`src/rtl/buttons_display_ctrl.sv`:
```
// Two-button LED sequencer: synchronised and debounced buttons drive an IDLE/RUN/PAUSE FSM
// that steps one of four LED patterns at a DIP-selected tick rate.

module bdc_debounce #(
  parameter int DEBOUNCE_CYCLES = 120000
) (
  input  logic clk,
  input  logic rst,
  input  logic raw,
  output logic press
);
  localparam int DW = $clog2(DEBOUNCE_CYCLES + 1);

  logic          s0, s1, deb;
  logic [DW-1:0] cnt;

  always_ff @(posedge clk) begin
    if (rst) begin
      s0    <= 1'b1;
      s1    <= 1'b1;
      deb   <= 1'b1;
      cnt   <= '0;
      press <= 1'b0;
    end else begin
      s0    <= raw;
      s1    <= s0;
      press <= 1'b0;
      if (s1 == deb) begin
        cnt <= '0;
      end else if (cnt == DW'(DEBOUNCE_CYCLES - 1)) begin
        deb   <= s1;
        cnt   <= '0;
        press <= ~s1;  // only the falling (press) edge is an event
      end else begin
        cnt <= cnt + 1'b1;
      end
    end
  end
endmodule

module buttons_display_ctrl #(
  parameter int DEBOUNCE_CYCLES = 120000,
  parameter int TICK_UNIT       = 75000
) (
  input  logic       clk_i,
  input  logic       rst_i,
  input  logic       sw1_i,
  input  logic       sw2_i,
  input  logic [3:0] sw3_i,
  output logic [7:0] led_o,
  output logic [1:0] state_o,
  output logic [1:0] pattern_o,
  output logic       step_o
);
  localparam int PW = $clog2(16 * TICK_UNIT + 1);

  typedef enum logic [1:0] {IDLE = 2'd0, RUN = 2'd1, PAUSE = 2'd2} state_t;

  logic [1:0] raw, press;
  assign raw = {sw2_i, sw1_i};

  for (genvar i = 0; i < 2; i++) begin : g_btn
    bdc_debounce #(.DEBOUNCE_CYCLES(DEBOUNCE_CYCLES)) u_db (
      .clk  (clk_i),
      .rst  (rst_i),
      .raw  (raw[i]),
      .press(press[i])
    );
  end

  logic e1, e2;
  assign e1 = press[0];
  assign e2 = press[1];

  state_t        state_q, state_d;
  logic [1:0]    pattern_q, pattern_d;
  logic [7:0]    led_q, led_d, adv_led;
  logic          dir_q, dir_d, adv_dir;
  logic          step, cnt_clr, tick, reload;
  logic [PW-1:0] cnt_q, period_q, next_period;

  function automatic logic [7:0] seed(input logic [1:0] p);
    case (p)
      2'd1:    seed = 8'h00;
      2'd3:    seed = 8'h55;
      default: seed = 8'h01;
    endcase
  endfunction

  assign next_period = PW'((32'(sw3_i) + 32'd1) * 32'(TICK_UNIT));
  assign tick        = (state_q == RUN) && (cnt_q == period_q - 1'b1);

  // dir=1 means shifting right in the bounce pattern
  always_comb begin
    adv_dir = dir_q;
    case (pattern_q)
      2'd0: adv_led = {led_q[6:0], led_q[7]};
      2'd1: adv_led = led_q + 8'd1;
      2'd2: begin
        adv_led = dir_q ? (led_q >> 1) : (led_q << 1);
        if (adv_led == 8'h80)      adv_dir = 1'b1;
        else if (adv_led == 8'h01) adv_dir = 1'b0;
      end
      default: adv_led = ~led_q;
    endcase
  end

  always_comb begin
    state_d   = state_q;
    pattern_d = pattern_q;
    led_d     = led_q;
    dir_d     = dir_q;
    step      = 1'b0;
    cnt_clr   = 1'b0;
    if (e1 && e2) begin
      state_d   = IDLE;
      pattern_d = 2'd0;
      led_d     = 8'h01;
      dir_d     = 1'b0;
    end else begin
      case (state_q)
        IDLE:  if (e1) state_d = RUN;
        RUN: begin
          if (e1) state_d = PAUSE;
          else if (e2) begin
            pattern_d = pattern_q + 2'd1;
            led_d     = seed(pattern_q + 2'd1);
            dir_d     = 1'b0;
            cnt_clr   = 1'b1;
          end else if (tick) step = 1'b1;
        end
        PAUSE: begin
          if (e1) state_d = RUN;
          else if (e2) step = 1'b1;
        end
        default: state_d = IDLE;
      endcase
    end
    if (step) begin
      led_d = adv_led;
      dir_d = adv_dir;
    end
  end

  assign reload = (state_d == RUN) && ((state_q != RUN) || cnt_clr || tick);

  always_ff @(posedge clk_i) begin
    if (rst_i) begin
      state_q   <= IDLE;
      pattern_q <= 2'd0;
      led_q     <= 8'h01;
      dir_q     <= 1'b0;
      cnt_q     <= '0;
      period_q  <= PW'(TICK_UNIT);
    end else begin
      state_q   <= state_d;
      pattern_q <= pattern_d;
      led_q     <= led_d;
      dir_q     <= dir_d;
      if (reload) begin
        cnt_q    <= '0;
        period_q <= next_period;
      end else if (state_q == RUN) begin
        cnt_q <= cnt_q + 1'b1;
      end
    end
  end

  assign led_o     = led_q;
  assign state_o   = state_q;
  assign pattern_o = pattern_q;
  assign step_o    = step & ~rst_i;
endmodule

```
`config.mk`:
```
export PLATFORM = sky130hd
export DESIGN_NAME = buttons_display_ctrl
export DESIGN_NICKNAME = d
export VERILOG_FILES = /design/src/rtl/buttons_display_ctrl.sv
export SDC_FILE = /design/constraint.sdc
export NUM_CORES = 1
export LEC_CHECK = 0
export CELL_PAD_IN_SITES_DETAIL_PLACEMENT = 1
export CELL_PAD_IN_SITES_GLOBAL_PLACEMENT = 1
export CORE_MARGIN = 3
export CORE_UTILIZATION = 51
export DETAILED_ROUTE_END_ITERATION = 6
export PLACE_DENSITY = 0.88
export SYNTH_ARGS = -nofsm -noshare
export SYNTH_HDL_FRONTEND = slang
export SYNTH_SLANG_ARGS = --single-unit
```
`constraint.sdc`:
```
create_clock -name clk_i -period 13 [get_ports clk_i]
set_clock_uncertainty 0.2 [all_clocks]
set_input_delay 2.6 -clock clk_i [delete_from_list [all_inputs] [get_ports clk_i]]
set_output_delay 2.6 -clock clk_i [all_outputs]
set_load 0.03 [all_outputs]
```
==> flow_metrics.py <==
metrics = {
    "setup_path": {
        "cp-start-kind": "register",
        "r2r-start": "period_q[3]",
        "cp_data_arrival_time_ns": 4.80,
        "cpPeakStageDelay_ns": 0.69,
        "cpLargestDelayFamily": "simple AND/OR/NAND/NOR gates",
        "crit_path_end_kind": "output pin",
        "path_class": "reg2out",
        "worstPathRequired_ns": 10.20,
        "crit_buf_inv": 2,
        "timing.rr.end": "period_q[18]",
        "reg2reg_depth": 11,
        "r2r_setup_slack_ns": 8.66,
        "crit_path_max_fanout": 9,
        "crit_chain": "inv_1, ha_1, or4b_4, o32ai_1, o21ai_0, or4_1, or4_4, nor4_4, nor2_4, nor2_1, clkdlybuf4s50_1",
        "worst_path_max_delay_cell": "clkdlybuf4s50_1",
    },
    "timing": {
        "fmax_mhz": 132,
        "setup_tns_ns": 0,
        "max_slew_margin": 0.438,
        "setup_violations": 0,
        "fin_ws_ns": 5.40,
        "finalMaxSlewViolations": 0,
        "tightest_slew_ns": 0.842,
        "hold_viol_final": 0,
        "min_period_over_period": 0.584,
        "fin_crit_ns": 7.60,
        "rsz0062_at_grt": "false",
    },
    "global_route": {
        "grt_max_degree": 31,
        "globalRouteOverflowTotal": 0,
        "grt_pass1_wl_mm": 28.2,
        "grt_usage": 0.262,
        "grt_pass1_vias": 5871,
        "antenna_found_initial": 0,
    },
    "yosys": {
        "synth_top_area_share": 0.309,
        "synth_area_leaders": "dfxtp_1 31%, ha_1 8.8%, xor2_1 6.6%",
        "ys_ff_latch": 94,
        "async_reset_ff_frac": 0,
        "synthFlopType": "dfxtp_1",
        "syn_avg_cell_area_um2": 8.29,
        "ys_types": 68,
        "postSynthCellCount": 735,
        "yosysTopAreaCell": "dfxtp_1",
        "synth_seq_area_share": 0.309,
        "ys.warnings.count": 0,
        "synth.cell_area_um2": 6090,
        "synth_most_common_cell": "nor2_1",
        "syn_nets": 794,
        "synth_edf_count": 0,
        "synth_common_cells": "100 x nor2_1, 94 x dfxtp_1, 60 x nand2_1, 46 x xor2_1, 43 x ha_1",
    },
    "die": {
        "core_area_um2": 11600,
        "die_y_um": 115,
        "die_w_um": 115,
        "start_util": 0.527,
        "std_cell_rows": 39,
        "io_pins": 21,
        "dieArea_um2": 13300,
    },
    "power_and_ir_drop": {
        "total_power_uw": 687,
        "power_density_nw_per_um2": 103,
        "ir_drop_uv": 61.8,
        "power_leakage_uw": 0.00253,
    },
    "min_path": {
        "hp-start": "g_btn[0].u_db.s0",
        "hold_path_class": "reg2reg",
        "min_to": "g_btn[0].u_db.s1",
        "hold_path_depth": 1,
    },
    "route": {
        "viasPerCell": 6.05,
        "num_vias": 5366,
        "drc": 0,
        "wl_mm": 16.7,
        "first_iter_violations": 349,
        "ant_nets": 0,
        "wire_per_inst_um": 18.8,
        "first_pass_iters": 4,
    },
    "clocking": {
        "clkLatencyLatePin_ns": 0.36,
        "clock-root-buffer": "clkbuf_16",
        "hold_buffers": 0,
        "cts_max_path_buffers": 2,
        "cts.sinks": 94,
        "clk_pin_slew_ns": 0.07,
        "cts_tree": "done",
        "numCtsBuffers": 9,
        "cts_max_level": 3,
        "cts_setup_buffers": 0,
        "cts_resized": 0,
    },
    "place": {
        "post-place-ws_ns": 5.25,
        "globalplace.congestion": 0.848,
        "io_buffers": 20,
        "hpwl_mm": 12.2,
    },
    "outcome": {
        "status": "complete, no violations",
    },
    "run": {
        "cap_viol_max_count": 0,
    },
    "final_layout": {
        "layout-drive-gt1-share": 0.0470,
        "antennaDiodeCount": 0,
        "nNetsFinal": 798,
        "syn_to_final_growth_pct": 9.14,
    },
}
state kept, by name, indices dropped and copies added (netlist names), 2 cells and up:
name and flops:
g_btn.u_db.cnt 34, cnt_q 21, period_q 18, led_o 8
g_btn.u_db.deb 2, g_btn.u_db.press 2, g_btn.u_db.s0 2, g_btn.u_db.s1 2
pattern_o 2, state_o 2
cells by family after synthesis:
| family | share of synthesized area |
|---|---|
| AOI/OAI and AO/OA | 0.146 |
| xor gates and xnor gates | 0.130 |
| adders and majority gates | 0.115 |
| buffers and inverters | 0.0462 |
| DFF | 0.309 |
| muxes | 0.00842 |
| and+or+nand+nor | 0.246 |
where the power goes:
group	total [uW]	internal (uW)	switching (uW)
registers	289	289	0.649
clock network	261	142	119
logic	137	55.4	82.0
total	687	486	201
cell type report:
cell class                      count  area [um2]
Clock buffer                       13         260
Clock inverter                      3        26.3
Fill cell                        1421        4910
Inverter                           42         158
Multi-Input combinational cell    570        3930
Sequential cell                    94        1880
Tap cell                          143         179
Timing Repair Buffer               22         215
cells in the final DEF, fill, tap and decap left out, types with 4 or more instances in the layout:
cell and count:
clkbuf_16 9, and2_1 4, a211oi_1 9, a21o_1 6, or3_1 8, nor4b_1 5, o22ai_1 4, and3_1 16
o21ai_0 23, nand4_1 12, clkdlybuf4s50_1 20, dfxtp_1 94, nor4_1 8, nor2_1 100, nor3b_1 4, a31oi_1 4
and4_1 4, o211ai_1 8, xor2_1 46, a221oi_1 5, xnor2_1 42, inv_1 42, a22oi_1 4, a21oi_1 27
o32ai_1 5, fa_1 8, nand2_1 60, nand3_1 29, nor3_1 13, or2_2 6, mux2i_1 4, ha_1 43
o21a_1 5
worst max-delay path by stage:
stage / start / depth (start not counted) / end
global route: sw3_i[0] / 16 / period_q[18]
finish: period_q[3] / 11 / step_o
global placement: sw3_i[0] / 17 / period_q[19]
CTS: period_q[3] / 11 / step_o
detailed placement: sw3_i[0] / 17 / period_q[19]
floorplan: sw3_i[0] / 16 / period_q[19]
metrics by stage:
step	hold WS, ns	std cells	cell area [um2]	util
2_1_floorplan	0.189	735	6090	-
3_3_place_gp	0.192	871	6360	0.550
3_5_place_dp	0.207	871	6360	0.550
4_1_cts	0.227	887	6650	0.575
5_1_grt	0.239	887	6650	0.575
6_report	0.223	887	6650	0.575
per-layer routing:
layer	global-route usage	routed length, um	vias to the layer above
met4	0.106	332	0
met1	0.303	7180	2672
met3	0.0363	411	28
met2	0.481	8760	80
met5	0	0	-
li1	-	-	2586
No activity file was read; power rests on OpenSTA's default activity.
